[config.mk]
export PLATFORM = sky130hd
export DESIGN_NAME = load_store_unit
export DESIGN_NICKNAME = d
export VERILOG_FILES = /design/src/rtl/load_store_unit.sv
export SDC_FILE = /design/constraint.sdc
export NUM_CORES = 1
export LEC_CHECK = 0
export BUFFER_PORTS_ARGS = -buffer_cell sky130_fd_sc_hd__buf_2
export CORE_MARGIN = 3
export CORE_UTILIZATION = 45
export CTS_BUF_LIST = sky130_fd_sc_hd__clkbuf_16
export DETAILED_ROUTE_END_ITERATION = 10
export PLACE_DENSITY = 0.78
export SYNTH_ARGS = -nofsm -noshare
export SYNTH_HDL_FRONTEND = slang
export SYNTH_SLANG_ARGS = --single-unit
[constraint.sdc]
create_clock -name clk -period 3.3 [get_ports clk]
set_clock_uncertainty 0.15 [all_clocks]
set_input_delay 0 -clock clk [delete_from_list [all_inputs] [get_ports clk]]
set_output_delay 0 -clock clk [all_outputs]
set_load 0.03 [all_outputs]
[src/rtl/load_store_unit.sv]
// load_store_unit
//   Data-memory responder for the RV32I memory stage. Word loads and stores
//   are issued over a request/grant/response port; the pipeline is stalled
//   while an access is outstanding, and the writeback-stage result register
//   is updated every cycle (ALU results pass through with one cycle latency).
//
//   Optional feature: define LSU_TIMEOUT_EN to enable a watchdog that aborts
//   an access after TIMEOUT_CYC cycles in REQ/WAIT and pulses lsu_err_o.
//
// Ports
//   clk, arst_n                 clock, synchronous active-low reset
//   regwriteM, resultsrcM,
//   memwriteM                   M-stage controls (resultsrcM=1 selects a load)
//   aluresultM                  byte address (memory ops) or ALU result
//   Rd2M                        store data
//   RdM                         destination register
//   mem_req_o, mem_we_o,
//   mem_addr_o, mem_wdata_o     memory request (address word-aligned)
//   mem_gnt_i                   request accepted this cycle
//   mem_rvalid_i, mem_rdata_i   load response
//   stall_o                     combinational pipeline freeze
//   regwriteW, RdW, resultW     writeback-stage register
//   lsu_err_o                   one-cycle watchdog timeout pulse

package rv32i_pkg;
  parameter int DPW = 32;
endpackage

module load_store_unit #(
  parameter int DPW         = rv32i_pkg::DPW,
  parameter int TIMEOUT_CYC = 16
) (
  input  logic           clk,
  input  logic           arst_n,
  input  logic           regwriteM,
  input  logic           resultsrcM,
  input  logic           memwriteM,
  input  logic [DPW-1:0] aluresultM,
  input  logic [DPW-1:0] Rd2M,
  input  logic [4:0]     RdM,
  output logic           mem_req_o,
  output logic           mem_we_o,
  output logic [DPW-1:0] mem_addr_o,
  output logic [DPW-1:0] mem_wdata_o,
  input  logic           mem_gnt_i,
  input  logic           mem_rvalid_i,
  input  logic [DPW-1:0] mem_rdata_i,
  output logic           stall_o,
  output logic           regwriteW,
  output logic [4:0]     RdW,
  output logic [DPW-1:0] resultW,
  output logic           lsu_err_o
);

  typedef enum logic [1:0] {
    IDLE = 2'd0,
    REQ  = 2'd1,
    WAIT = 2'd2
  } state_t;

  state_t state, state_next;

  // Request held stable from detection until grant (and, for loads, until
  // the response arrives so the destination is still known).
  logic           hold_we;
  logic [DPW-3:0] hold_addr;
  logic [DPW-1:0] hold_wdata;
  logic [4:0]     hold_rd;
  logic           hold_rw;

  logic acc;
  logic capture;
  logic wb_alu;
  logic wb_load;
  logic timeout_hit;

  assign acc = memwriteM | resultsrcM;

  assign mem_req_o   = (state == REQ);
  assign mem_we_o    = hold_we;
  assign mem_addr_o  = {hold_addr, 2'b00};
  assign mem_wdata_o = hold_wdata;

  // Next state and stall. Stall drops in the completion cycle so the
  // M-stage registers advance exactly once per access.
  always_comb begin
    state_next = state;
    stall_o    = 1'b0;
    capture    = 1'b0;
    wb_alu     = 1'b0;
    wb_load    = 1'b0;
    case (state)
      IDLE: begin
        if (acc) begin
          capture    = 1'b1;
          stall_o    = 1'b1;
          state_next = REQ;
        end else begin
          wb_alu = 1'b1;
        end
      end
      REQ: begin
        if (mem_gnt_i) begin
          state_next = hold_we ? IDLE : WAIT;
          stall_o    = ~hold_we;
        end else if (timeout_hit) begin
          state_next = IDLE;
        end else begin
          stall_o = 1'b1;
        end
      end
      WAIT: begin
        if (mem_rvalid_i) begin
          wb_load    = 1'b1;
          state_next = IDLE;
        end else if (timeout_hit) begin
          state_next = IDLE;
        end else begin
          stall_o = 1'b1;
        end
      end
      default: state_next = IDLE;
    endcase
  end

  always_ff @(posedge clk) begin
    if (!arst_n) begin
      state      <= IDLE;
      hold_we    <= 1'b0;
      hold_addr  <= '0;
      hold_wdata <= '0;
      hold_rd    <= '0;
      hold_rw    <= 1'b0;
      regwriteW  <= 1'b0;
      RdW        <= '0;
      resultW    <= '0;
    end else begin
      state <= state_next;
      if (capture) begin
        // memwriteM wins when both controls are set: the access is a store.
        hold_we    <= memwriteM;
        hold_addr  <= aluresultM[DPW-1:2];
        hold_wdata <= Rd2M;
        hold_rd    <= RdM;
        hold_rw    <= regwriteM;
      end
      if (wb_alu) begin
        regwriteW <= regwriteM;
        RdW       <= RdM;
        resultW   <= aluresultM;
      end else if (wb_load) begin
        regwriteW <= hold_rw;
        RdW       <= hold_rd;
        resultW   <= mem_rdata_i;
      end else begin
        // Bubble: store completion, stalled cycles, aborts.
        regwriteW <= 1'b0;
      end
    end
  end

`ifdef LSU_TIMEOUT_EN
  localparam int CW = (TIMEOUT_CYC > 2) ? $clog2(TIMEOUT_CYC) : 1;
  localparam logic [CW-1:0] TMO_LAST = CW'(TIMEOUT_CYC - 1);

  logic [CW-1:0] tmo_cnt;
  logic          abort;

  // The count spans REQ and WAIT together; it saturates at its last value so
  // a grant arriving exactly at the limit leaves no slack for the response.
  assign timeout_hit = (state != IDLE) && (tmo_cnt == TMO_LAST);
  assign abort = timeout_hit &&
                 (((state == REQ) && !mem_gnt_i) || ((state == WAIT) && !mem_rvalid_i));

  always_ff @(posedge clk) begin
    if (!arst_n) begin
      tmo_cnt   <= '0;
      lsu_err_o <= 1'b0;
    end else begin
      if (capture) begin
        tmo_cnt <= '0;
      end else if ((state != IDLE) && (tmo_cnt != TMO_LAST)) begin
        tmo_cnt <= tmo_cnt + 1'b1;
      end
      lsu_err_o <= abort;
    end
  end
`else
  // No watchdog: accesses wait indefinitely. The comparison is never true
  // for a legal limit and only keeps the parameter referenced.
  assign timeout_hit = (TIMEOUT_CYC < 0);
  assign lsu_err_o   = 1'b0;
`endif

endmodule
==> out/metrics.csv, run 1 <==
stage,metric,value,unit
sta,setup violators final,0,
cts,CTS sink cnt,109,
grt,initial antenna violation count,0,
worst_setup_path,critical path class,reg2reg,
die,Site Rows,35,
sta,RSZ-0062 raised after global routing,no,
placed_design,I/O Buffers,210,
grt,met1 Track Usage GR,33.8,%
layout,most frequent cells in the layout,"buf_2, dlygate4sd3_1, dfxtp_1",
worst_setup_path,"Arr. time, crit path",2600,ps
die,Boundary Pins,214,
outcome,outcome,finished clean,
worst_setup_path,Worst Path Required,3360,ps
sta,post-route setup TNS,0,ps
grt,All-Layer GR Usage,29.5,%
worst_setup_path,slowest cell delay on critical path,860,ps
grt,first-pass GRT wire length,27100,um
cts,clk_lat worst skew,330,ps
synth,Mapped Cells,544,
power_and_ir_drop,P_leak,3.18,nW
worst_setup_path,"Cell Chain, Critical Path",or4_4 > o21ai_0 > a31oi_1 > dlygate4sd3_1,
sta,Fin. Hold Viols,0,
layout,"commonest non-fill, non-tap cell in the layout",buf_2,
layout,fin util,75.0,%
grt,largest net degree at the start of global routing,79,
synth,Synth Area in XOR/XNOR,0,%
placed_design,# placed instances,835,
synth,Cell variety after synth,31,
synth,top-area cell type share of the netlist area,48.4,%
synth,yosys warns,0,
cts,Num CTS Buffers,9,
die,core footprint,9500,um2
placed_design,Detailed Place HPWL,9550,um
synth,Synth Area in Simple Gates,15.6,%
cts,H-tree depth,3,
worst_setup_path,CP Launch Type,flip-flop,
sta,Worst-Margin Slew,1150,ps
synth,Post-Synthesis Cell Area,4510,um2
route,Vias per Instance,5.59,
grt,Congestion Overflow GR,0,
placed_design,pre-CTS setup slack,1280,ps
worst_setup_path,Crit-path slowest cell,or4_4,
route,DRT iter0 DRCs,388,
worst_setup_path,top fanout value on the critical path,74,
route,Routed Antenna Nets,0,
sta,Max transition margin,23.0,%
cts,CTS max path bufs,2,
cts,clock-pin slew on the worst setup and hold paths,70,ps
power_and_ir_drop,peak supply drop,0.000280,V
synth,syn avg cell area,8.29,um2
placed_design,Placer Congestion,0.855,
grt,met3 Use GR,7.04,%
synth,Seq cells post-synth,109,
grt,layer with the highest usage,met2,
route,wire per inst,17.1,um
job,Max Cap Viol,0,
synth,Area contributors post-synth,"dfxtp_1, a21boi_0, o21ai_0",
sta,Max Freq,0.394,GHz
layout,diode count,0,
die,die height,106,um
synth,largest family of logic cells by synthesized area,compound AO/OA/AOI/OAI gates,
layout,Finished Layout Cells,981,
grt,met2 GRT Util,51.5,%
layout,Layout area overhead,57.9,%
route,vias after detailed routing,5480,
die,die width,106,um
grt,via count of the first global-routing pass,5575,
synth,portion of netlist area occupied by mux cells,0,%
layout,final net count,956,
sta,Pins Over Slew Limit,0,
worst_setup_path,CP endpoint kind,flip-flop,
power_and_ir_drop,power per cell area,479,nW/um2
cts,root buffer cell,clkbuf_16,
die,Die Footprint,11300,um2
cts,Post-CTS Setup Bufs,0,
synth,Synth Area in Adders,0,%
power_and_ir_drop,Final Total Pwr,3.42,mW
sta,Tcrit/Tclk final,76.9,%
synth,post-synthesis sequential area ratio,48.4,%
synth,cell taking the most area after synthesis,dfxtp_1,
sta,fin crit period,2540,ps
layout,layout cells sized above 1,28.1,%
synth,Compound-Gate Fraction of Synth Area,29.2,%
route,DR DRC count,0,
route,Detailed Route WL,16800,um
route,DR pass1 iterations,7,
sta,final worst slack,761,ps
hold_path,worst hold path type,in2reg,
layout,FILL cells,654,
die,Initial Utilization,47.5,%
cts,TritonCTS clock tree,built,
stage by stage:
| step | hold WS (ps) | cell area (um2) |
|---|---|---|
| 2_1_floorplan | -3.41 | 4520 |
| 3_3_place_gp | 102 | 5520 |
| 3_5_place_dp | 110 | 5520 |
| 4_1_cts | 301 | 7120 |
| 5_1_grt | 333 | 7120 |
| 6_report | 305 | 7120 |
layer usage:
| metal | vias to the layer above | wire length [um] |
|---|---|---|
| met5 | - | 0 |
| met4 | 0 | 608 |
| met3 | 66 | 1530 |
| met2 | 343 | 8200 |
| met1 | 2542 | 6450 |
| li1 | 2529 | - |
registers in the layout, indices dropped and copies added (netlist names):
register     flops
mem_wdata_o     32
resultW         32
hold_addr       30
RdW              5
hold_rd          5
state            2
hold_rw          1
mem_we_o         1
regwriteW        1
report_power, final:
group          switching (mW)  leakage, nW  internal, mW
clock                   0.473        0.131         0.583
combinational           0.537         2.15         0.338
sequential             0.0574        0.898          1.43
total                    1.07         3.18          2.35
final cells by class:
type | instances | area [um2] | share of cell area, %
clock inverters | 6 | 65.1 | 0.913
multi-input cells | 375 | 2050 | 28.7
well taps | 129 | 161 | 2.27
clock buffers | 9 | 225 | 3.16
flip-flops and latches | 109 | 2180 | 30.6
repair buffers | 351 | 2440 | 34.2
inverters | 2 | 7.51 | 0.105
path summary, 6_finish.rpt:
path,from,end,slack [ps],depth (start not counted)
worst max-delay path,state[1],resultW[10],760,4
worst max register to register,state[1],resultW[10],760,4
worst min-delay path,arst_n,mem_wdata_o[23],300,2
worst min register to register,hold_rd[1],RdW[1],320,2
cell usage after synthesis:
library cell,n
a211o_1,1
a21boi_0,64
a21boi_1,5
a21oi_1,1
a31oi_1,37
a32oi_1,1
and2_1,1
and3b_1,1
buf_1,1
buf_2,3
buf_4,4
buf_6,7
clkbuf_1,44
clkbuf_2,1
conb_1,1
dfxtp_1,109
inv_1,2
nand2_1,75
nand2b_1,1
nand3_1,68
nand3b_1,1
nor2_1,2
nor2b_1,1
nor3b_1,2
o21a_1,1
o21ai_0,83
o21ai_1,23
o22ai_1,1
or2_1,1
or2_2,1
or4_4,1
kinds of logic (layout without fill, tap and decap cells):
| family | Yosys count | count (layout) |
|---|---|---|
| other | 1 | 3 |
| DFF | 109 | 109 |
| buffers and inverters | 62 | 368 |
| and+or+nand+nor | 155 | 155 |
| AOI/OAI and AO/OA | 217 | 217 |
critical path: cells and delay by family, from the launching register on:
family	cells	cell delay, ps
flops	1	370
buf+inv	1	650
compound gates	2	350
simple gates	1	860
what timing repair did:
item	4_1_cts	5_1_grt
endpoints found under the hold margin	109	0
resized for setup	0	0
setup endpoints to repair	0	0
hold buffers	131	0
(Power assumes the default switching activity.)
==> run 2: changes to the inputs <==
ABC_AREA = 1   (was default)
CORE_UTILIZATION = 42   (was 45)
PLACE_DENSITY = 0.76   (was 0.78)
clock period = 2.1 ns   (was 3.3 ns; I/O delays follow)
==> out/metrics.csv, run 2 <==
stage,metric,value,unit,change
outcome,outcome,finished clean,,unchanged
synth,Mapped Cells,621,,was 544
worst_setup_path,crit-path leading delay family,simple AND/OR/NAND/NOR gates,,unchanged
sta,Worst-Margin Slew,1030,ps,was 1150 ps
sta,post-route setup TNS,0,ps,unchanged
synth,"count leader, synth",nor2_1,,was dfxtp_1
cts,H-tree depth,3,,unchanged
die,core footprint,10400,um2,was 9500 um2
synth,Synth top cells by count,"nor2_1, dfxtp_1, nand2_1",,"was dfxtp_1, o21ai_0, nand2_1"
cts,root buffer cell,clkbuf_16,,unchanged
route,Detailed Route WL,15400,um,was 16800 um
layout,"commonest non-fill, non-tap cell in the layout",buf_2,,unchanged
grt,largest net degree at the start of global routing,86,,was 79
synth,yosys warns,0,,unchanged
layout,diode count,0,,unchanged
cts,Post-CTS Setup Bufs,0,,unchanged
route,DRT iter0 DRCs,389,,was 388
worst_setup_path,CP most frequent cell,nand2_2,,
grt,All-Layer GR Usage,24.9,%,was 29.5%
synth,Post-Synthesis Cell Area,4510,um2,about the same
route,Vias per Instance,4.86,,was 5.59
sta,RSZ-0062 raised after global routing,no,,unchanged
grt,Congestion Overflow GR,0,,unchanged
route,DR pass1 iterations,6,,was 7
worst_setup_path,"Cell Chain, Critical Path",nor2_4 > nand2_2 > nand2_2 > buf_4 > nand3_1 > a21oi_1,,was or4_4 > o21ai_0 > a31oi_1 > dlygate4sd3_1
cts,clock-pin slew on the worst setup and hold paths,70,ps,about the same
layout,layout cells sized above 1,27.1,%,was 28.1%
sta,Fin. Hold Viols,0,,unchanged
route,wire per inst,14.6,um,was 17.1 um
sta,Pins Over Slew Limit,0,,unchanged
worst_setup_path,"Arr. time, crit path",1960,ps,was 2600 ps
cts,TritonCTS clock tree,built,,unchanged
synth,ys async rst share,0,%,unchanged
die,die height,110,um,was 106 um
placed_design,I/O Buffers,210,,unchanged
sta,setup violators final,0,,unchanged
job,Max Cap Viol,0,,unchanged
layout,Finished Layout Cells,1057,,was 981
synth,Area contributors post-synth,"dfxtp_1, nor2_1, o21ai_0",,"was dfxtp_1, a21boi_0, o21ai_0"
synth,syn avg cell area,7.26,um2,was 8.29 um2
die,Die Footprint,12000,um2,was 11300 um2
synth,top-area cell type share of the netlist area,48.4,%,about the same
synth,cell taking the most area after synthesis,dfxtp_1,,unchanged
route,Routed Antenna Nets,0,,unchanged
grt,first-pass GRT wire length,23600,um,was 27100 um
cts,CTS max path bufs,2,,unchanged
synth,Post-synth top flop,dfxtp_1,,unchanged
synth,Cell variety after synth,22,,was 31
worst_setup_path,critical path class,reg2reg,,unchanged
die,Initial Utilization,43.4,%,was 47.5%
placed_design,Placer Congestion,0.795,,was 0.855
sta,Tcrit/Tclk final,88.5,%,was 76.9%
worst_setup_path,CP Launch Type,flip-flop,,unchanged
synth,post-synthesis sequential area ratio,48.4,%,about the same
sta,Max Freq,0.538,GHz,was 0.394 GHz
layout,most frequent cells in the layout,"buf_2, nor2_1, dfxtp_1",,"was buf_2, dlygate4sd3_1, dfxtp_1"
worst_setup_path,CP Buf/Inv Count,1,,unchanged
worst_setup_path,Worst Path Required,2200,ps,was 3360 ps
power_and_ir_drop,power per cell area,833,nW/um2,was 479 nW/um2
synth,number of synthesized flops with an enable pin,0,,unchanged
worst_setup_path,slowest cell delay on critical path,370,ps,was 860 ps
placed_design,# placed instances,935,,was 835
layout,footprint of the multi-input gates,1880,um2,was 2050 um2
layout,fin util,67.4,%,was 75.0%
sta,Worst Hold Slack,25.1,ps,was 305 ps
die,die width,110,um,was 106 um
hold_path,worst hold path type,in2reg,,unchanged
die,Site Rows,37,,was 35
cts,CTS sink cnt,109,,unchanged
layout,sequential standard cell area,2180,um2,unchanged
worst_setup_path,CP endpoint kind,flip-flop,,unchanged
synth,Seq cells post-synth,109,,unchanged
cts,clk_lat worst skew,330,ps,about the same
grt,initial antenna violation count,0,,unchanged
route,vias after detailed routing,5133,,was 5480
layout,FILL cells,854,,was 654
sta,Max transition margin,31.5,%,was 23.0%
sta,fin crit period,1860,ps,was 2540 ps
power_and_ir_drop,P_leak,3.62,nW,was 3.18 nW
power_and_ir_drop,peak supply drop,0.000497,V,was 0.000280 V
route,DR DRC count,0,,unchanged
die,Boundary Pins,214,,unchanged
layout,final net count,1024,,was 956
grt,via count of the first global-routing pass,4885,,was 5575
worst_setup_path,top fanout value on the critical path,16,,was 74
worst_setup_path,Crit-path slowest cell,dfxtp_1,,was or4_4
placed_design,Detailed Place HPWL,9010,um,was 9550 um
cts,Num CTS Buffers,9,,unchanged
layout,Layout area overhead,55.2,%,was 57.9%
run 2: cell count changes in the layout (fill, tap and decap cells not counted), sizes merged, moves of 3 or more:
cell and delta:
or2 +3, nand2 +4, a31oi -37, nor2 +114
a21boi -69, dlygate4sd3 -26, inv +71, o21ai -36
a21oi +51, nand3b +23, nand3 -16, clkinvlp -3
run 2: final timing paths:
kind	startpoint	to	slack, ps	cells after the start
setup / recovery	state[1]	resultW[17]	240	6
hold / removal	arst_n	state[1]	30	4
setup reg to reg	state[1]	resultW[17]	240	6
hold reg to reg	hold_rd[1]	hold_rd[1]	310	2
run 2: cells by family (layout without fill, tap and decap cells):
| kind of cell | count (synthesis) | in the layout | synth area share, % |
|---|---|---|---|
| buf+inv | 113 | 410 | 10.6 |
| other cells | 1 | 3 | 0.0832 |
| flops | 109 | 109 | 48.4 |
| simple gates | 277 | 277 | 27.4 |
| compound gates | 121 | 122 | 13.5 |
run 2: metrics by stage:
stage | area (um2) | power (mW) | setup slack [ps]
5_1_grt | 6990 | 6.12 | 17.4
3_3_place_gp | 5630 | 3.95 | 298
3_5_place_dp | 5630 | 3.97 | 175
6_report | 6990 | 5.83 | 241
4_1_cts | 6980 | 5.81 | 103
2_1_floorplan | 4510 | 3.50 | 571
run 2: routing by layer:
metal | GRT usage [%] | vias to the layer above | wire length, um
met1 | 28.7 | 2289 | 5890
met5 | 0 | - | 0
li1 | - | 2550 | -
met4 | 13.6 | 0 | 771
met2 | 43.2 | 233 | 7780
met3 | 4.93 | 61 | 1010
run 2: final cells by class:
type	instances	share of cell area, %
Clock inverter	7	1.06
Timing Repair Buffer	325	31.5
Tap cell	136	2.43
Inverter	69	3.70
Sequential cell	109	31.2
Multi-Input combinational cell	402	26.9
Clock buffer	9	3.22
run 2: repair_timing:
item | in CTS | in global routing
hold buffers | 105 | 0
hold endpoints to repair | 109 | 0
resized for setup | 0 | 1
setup endpoints to repair | 0 | 12
run 2: power breakdown:
group          internal [mW]  switching [mW]  total (mW)
Combinational          0.589            1.11        1.70
Clock                  0.935           0.770        1.70
Sequential              2.31           0.114        2.42
Total                   3.83            2.00        5.83
run 2: tightest hold or removal path: cells and delay by family:
kind / cells / cell delay, ps
buffers and inverters: 2 / 330
AND/OR/NAND/NOR: 1 / 100
AO/OA/AOI/OAI: 1 / 30
